$ cat src/rtl/mem_bus_arb.sv
// mem_bus_arb: IC/DC arbiter for the shared proc2mem port, with a 16-entry tag-ownership table.
// Define MEM_ARB_RR_EN for round-robin IDLE contention; otherwise the dcache has fixed priority.
`ifndef XLEN
`define XLEN 32
`endif

package mem_bus_arb_pkg;
  typedef enum logic [1:0] {BUS_NONE = 2'h0, BUS_LOAD = 2'h1, BUS_STORE = 2'h2} BUS_COMMAND;
  typedef enum logic [1:0] {BYTE = 2'h0, HALF = 2'h1, WORD = 2'h2, DOUBLE = 2'h3} MEM_SIZE;
endpackage

module mem_bus_arb
  import mem_bus_arb_pkg::*;
#(
  parameter int MAX_BURST = 4
) (
  input  logic              clk,
  input  logic              rst,
  input  BUS_COMMAND        ic_command,
  input  logic [`XLEN-1:0]  ic_addr,
  input  MEM_SIZE           ic_size,
  output logic [3:0]        ic_response,
  output logic [63:0]       ic_data,
  output logic [3:0]        ic_tag,
  input  BUS_COMMAND        dc_command,
  input  logic [`XLEN-1:0]  dc_addr,
  input  MEM_SIZE           dc_size,
  input  logic [63:0]       dc_wdata,
  output logic [3:0]        dc_response,
  output logic [63:0]       dc_data,
  output logic [3:0]        dc_tag,
  output BUS_COMMAND        proc2mem_command,
  output logic [`XLEN-1:0]  proc2mem_addr,
  output MEM_SIZE           proc2mem_size,
  output logic [63:0]       proc2mem_data,
  input  logic [3:0]        mem2proc_response,
  input  logic [63:0]       mem2proc_data,
  input  logic [3:0]        mem2proc_tag
);
  localparam int CW = $clog2(MAX_BURST + 1);

  typedef enum logic [1:0] {S_IDLE, S_OWN_IC, S_OWN_DC} state_t;
  typedef enum logic {SIDE_IC = 1'b0, SIDE_DC = 1'b1} side_t;

  state_t        state, state_nxt;
  logic [CW-1:0] burst_cnt, burst_nxt;
  side_t         last_win, last_nxt;

  logic  ic_act, dc_act;
  side_t idle_pick, win;
  logic  win_vld, cont, grant_ic, grant_dc;

  logic [15:0] tbl_valid;
  logic [15:0] tbl_owner;  // 1 = dcache
  logic        ret_hit, tbl_set;

  assign ic_act = (ic_command != BUS_NONE);
  assign dc_act = (dc_command != BUS_NONE);

  // Winner when no current owner keeps the bus.
  always_comb begin
    idle_pick = (ic_act && !dc_act) ? SIDE_IC : SIDE_DC;
`ifdef MEM_ARB_RR_EN
    if (ic_act && dc_act) idle_pick = (last_win == SIDE_IC) ? SIDE_DC : SIDE_IC;
`endif
  end

  // NOTE: NBAs make every flop sample pre-edge values, independent of block ordering.
  always_ff @(posedge clk) begin
    if (rst) begin
      state     <= S_IDLE;
      burst_cnt <= '0;
      last_win  <= SIDE_IC;
    end else begin
      state     <= state_nxt;
      burst_cnt <= burst_nxt;
      last_win  <= last_nxt;
    end
  end

  always_comb begin
    // NOTE: every variable gets a default first so no path through this block infers a latch.
    win_vld   = ic_act || dc_act;
    win       = idle_pick;
    cont      = 1'b0;
    state_nxt = S_IDLE;
    burst_nxt = burst_cnt;
    last_nxt  = last_win;
    case (state)
      S_OWN_IC: if (ic_act) begin
        cont = (burst_cnt < CW'(MAX_BURST)) || !dc_act;
        win  = cont ? SIDE_IC : SIDE_DC;
      end
      S_OWN_DC: if (dc_act) begin
        cont = (burst_cnt < CW'(MAX_BURST)) || !ic_act;
        win  = cont ? SIDE_DC : SIDE_IC;
      end
      default: ;
    endcase
    if (rst) win_vld = 1'b0;
    if (win_vld) begin
      state_nxt = (win == SIDE_IC) ? S_OWN_IC : S_OWN_DC;
      last_nxt  = win;
      if (!cont)                              burst_nxt = CW'(1);
      else if (burst_cnt < CW'(MAX_BURST))    burst_nxt = burst_cnt + CW'(1);
    end
    grant_ic = win_vld && (win == SIDE_IC);
    grant_dc = win_vld && (win == SIDE_DC);
  end

  assign ret_hit = !rst && (mem2proc_tag != 4'd0) && tbl_valid[mem2proc_tag];

  always_comb begin
    proc2mem_command = BUS_NONE;
    proc2mem_addr    = '0;
    proc2mem_size    = DOUBLE;
    proc2mem_data    = '0;
    ic_response      = '0;
    dc_response      = '0;
    if (grant_ic) begin
      proc2mem_command = ic_command;
      proc2mem_addr    = ic_addr;
      proc2mem_size    = ic_size;
      ic_response      = mem2proc_response;
    end else if (grant_dc) begin
      proc2mem_command = dc_command;
      proc2mem_addr    = dc_addr;
      proc2mem_size    = dc_size;
      proc2mem_data    = dc_wdata;
      dc_response      = mem2proc_response;
    end
    ic_tag  = '0;
    ic_data = '0;
    dc_tag  = '0;
    dc_data = '0;
    if (ret_hit) begin
      if (tbl_owner[mem2proc_tag]) begin
        dc_tag  = mem2proc_tag;
        dc_data = mem2proc_data;
      end else begin
        ic_tag  = mem2proc_tag;
        ic_data = mem2proc_data;
      end
    end
  end

  assign tbl_set = (proc2mem_command == BUS_LOAD) && (mem2proc_response != 4'd0);

  // NOTE: the table is only 32 flops, so it is reset like ordinary state; tags issued before reset are dropped.
  always_ff @(posedge clk) begin
    if (rst) begin
      tbl_valid <= '0;
      tbl_owner <= '0;
    end else begin
      if (ret_hit) tbl_valid[mem2proc_tag] <= 1'b0;
      // Placed after the clear so a same-cycle reissue of the returning tag keeps it valid.
      if (tbl_set) begin
        tbl_valid[mem2proc_response] <= 1'b1;
        tbl_owner[mem2proc_response] <= grant_dc;
      end
    end
  end

endmodule

$ cat config.mk
export PLATFORM = sky130hd
export DESIGN_NAME = mem_bus_arb
export DESIGN_NICKNAME = d
export VERILOG_FILES = /design/src/rtl/mem_bus_arb.sv
export SDC_FILE = /design/constraint.sdc
export NUM_CORES = 1
export LEC_CHECK = 0
export CAP_MARGIN = 20
export CORE_AREA = 5 5 174 176
export CTS_CLUSTER_SIZE = 30
export DETAILED_ROUTE_END_ITERATION = 8
export DIE_AREA = 0 0 179 181
export MAX_ROUTING_LAYER = met4
export PLACE_DENSITY = 0.45
export SLEW_MARGIN = 30
export SYNTH_ARGS = -nofsm -noshare
export SYNTH_HDL_FRONTEND = slang
export SYNTH_SLANG_ARGS = --single-unit
$ cat constraint.sdc
create_clock -name clk -period 2.46 [get_ports clk]
set_clock_uncertainty 0.15 [all_clocks]
set_input_delay 0.492 -clock clk [delete_from_list [all_inputs] [get_ports clk]]
set_output_delay 0.492 -clock clk [all_outputs]
set_load 0.01 [all_outputs]
==> results.toml <==
[run_status]
status = "finished with violations"
violations = "negative setup slack"

[hold_path]
worstHoldPathCells = 1
min_from = "tbl_owner[0]"
hold_path_class = "reg -> reg"
holdPathEnd = "tbl_owner[0]"

[sta]
hold_viol = 0
setup_slack_ns = -0.680
fin_tns_setup_ns = -108.69
fmax_mhz = 318
rsz0062_at_grt = "yes"
slew_headroom = 0.761
fin_crit_sh = 1.28
timing.final.max_slew_violations = 0
final_period_minus_worst_setup_slack_ns = 3.14
tightest_slew_ns = 0.355
setup_viol = 244

[finish]
area_growth_pct = 216
fillers = 2786
utilization = 0.432
multi_input_area_um2 = 3850
layout_commonest_cell = "buf_6"
drive_above_1_share = 0.594
final_cell_area_um2 = 12300
nets = 1321
seqCellArea_um2 = 746
final_cell_mix = "buf_6 (226), clkdlybuf4s50_1 (200), and3_4 (150)"

[logic_synthesis]
synth_top_cell_by_area = "and3_1"
ys_ff_latch = 37
synth_area_per_cell_um2 = 7.48
synth_top_cell_area_share = 0.315
yosysSeqAreaShare = 0.190
ys.warnings.count = 0
netlist_instances = 520
ys_top_cells_by_area = "and3_1 (32%), dfxtp_1 (19%), a22o_1 (7.4%)"
synth_nets = 733
synth_edf_count = 0
async_flop_share = 0
ys.flop_type = "dfxtp_1"
synth.distinct_cells = 38
syn_area_um2 = 3890

[place]
placed_area_um2 = 9550
port_buffers = 453
place_congestion = 0.816
hpwlAfterDp_um = 22800
pre_cts_slack_ns = -1.45

[clock_tree]
clk_latency_ns = 0.28
htreeDepth = 2
clockRootBuffer = "clkbuf_16"
cts_tree = "done"
cts_buffers = 5
clkTransAtPathRegs_ns = 0.06
ctsLongestPathBuffers = 2
clock-sinks = 37
hold_buffers = 0

[drt]
drtIter0Drc = 237
dr.pass1.iters = 4
ant_nets = 0
routed-via-count = 6579
vias_per_cell = 4.39
drc = 0
wirelength_um = 32000
wl_per_cell_um = 21.4

[critical_path]
crit_family = "buffers and inverters"
slowest_stage = "or4_4"
worstPathRequired_ns = 1.82
r2r_cells = 12
r2r_start = "state[0]"
path_common_cell = "buf_6"
regToRegSetupSlack_ns = 0.09
slowest_delay_ns = 0.43
path_class = "in -> out"
timing.rr.end = "tbl_owner[10]"
crit_chain = "buf_12, buf_12, buf_6, mux2_4, o22ai_2, or4_4, o21ai_4, buf_8, buf_6, buf_12, buf_6, and3_4, buf_6"
crit_path_end_kind = "output pin"
path_buf_inv = 8
worstSetupStartpointType = "primary input"
cp_max_fo = 6
cp.arrival_ns = 2.50

[flow_run]
drv_cap = 0

[pwr]
power_leakage_nw = 5.61
peakVddDrop_uv = 257
cellPowerDensity_nw_per_um2 = 382
power.total_mw = 4.70

[floorplanning]
io_pins = 454
dieWidth_um = 179
die_h_um = 181
rows = 62
dieArea_um2 = 32400
initial_core_util = 0.137
core_area_um2 = 28500

[grt]
grt_pass1_wl_um = 44100
grt_pass1_vias = 6898
antenna_found_initial = 4
grt-ovfl-total = 0
grt_max_degree = 36
track_usage = 0.183
## synth_stat cells (11+ instances only)
cell      number
clkbuf_1      40
and2_1        11
a21oi_1       11
buf_6         12
o21ai_0       35
nand2_1       11
mux2i_1       19
nand2b_1      20
and3_1       196
dfxtp_1       37
nor2_1        15
a22o_1        33
## worst reg2reg max path, cell delays in order, from the launching register on
cell and delay, ns:
dfxtp_2 0.35, inv_2 0.05, ha_4 0.18, mux2i_4 0.18, buf_6 0.12, buf_6 0.09
nand2_4 0.04, buf_4 0.13, nor4_4 0.33, buf_4 0.17, buf_6 0.13, o211ai_1 0.16
mux2i_1 0.16
## metrics by stage
step / cells / hold WS (ns)
after floorplan: 520 / 0.280
after detailed placement: 1372 / 0.306
final: 1497 / 0.318
after CTS: 1480 / 0.320
after global routing: 1497 / 0.333
after global placement: 1372 / 0.305
## final cells by class
type / instances / share of cell area
Inverter: 9 / 0.00356
Tap cell: 384 / 0.0391
Timing Repair Buffer: 644 / 0.569
Antenna cell: 4 / 0.000814
Clock buffer: 5 / 0.0102
Clock inverter: 3 / 0.00377
Multi-Input combinational cell: 411 / 0.313
Sequential cell: 37 / 0.0607
## worst max-delay path by stage
stage,from,end,slack (ns),depth (start not counted)
3_5_place_dp,mem2proc_tag[0],ic_tag[2],-1.45,10
5_1_grt,mem2proc_tag[0],ic_data[55],-0.73,13
6_report,mem2proc_tag[0],dc_data[24],-0.68,13
3_3_place_gp,mem2proc_tag[0],ic_tag[2],-1.44,10
2_1_floorplan,mem2proc_tag[1],dc_data[16],-0.13,8
4_1_cts,mem2proc_tag[0],ic_data[35],-0.76,11
## registers in the layout, summed over array words and instances, names as in the netlist
name and count:
burst_cnt 3, state 2, tbl_owner 16, tbl_valid 16
## per-layer routing
metal	vias to the layer above	wire length [um]	global-route usage
li1	3128	-	-
met3	44	2860	0.0462
met1	3070	10900	0.186
met5	-	0	-
met2	337	17300	0.339
met4	0	960	0.0593
## repair_timing
action,CTS,global route
setup endpoints to repair,244,274
gates resized for setup,1338,191
pin swaps,55,56
buffers inserted,77,31
gates cloned,27,10
## power by group
part	switching, mW	total [mW]	internal [mW]
registers	0.0152	0.636	0.621
logic	1.27	3.31	2.04
clock network	0.268	0.748	0.480
## cell families (layout without fill, tap and decap cells)
group                      count (synthesis)  after routing  share of synthesized area
AOI/OAI and AO/OA                        104            104                      0.183
adders and majority gates                  3              3                    0.00965
buffers and inverters                     72            661                     0.0981
DFF                                       37             37                      0.190
muxes                                     32             32                     0.0981
other                                      0              4                          0
and+or+nand+nor                          272            272                      0.421
(Power assumes the default switching activity.)
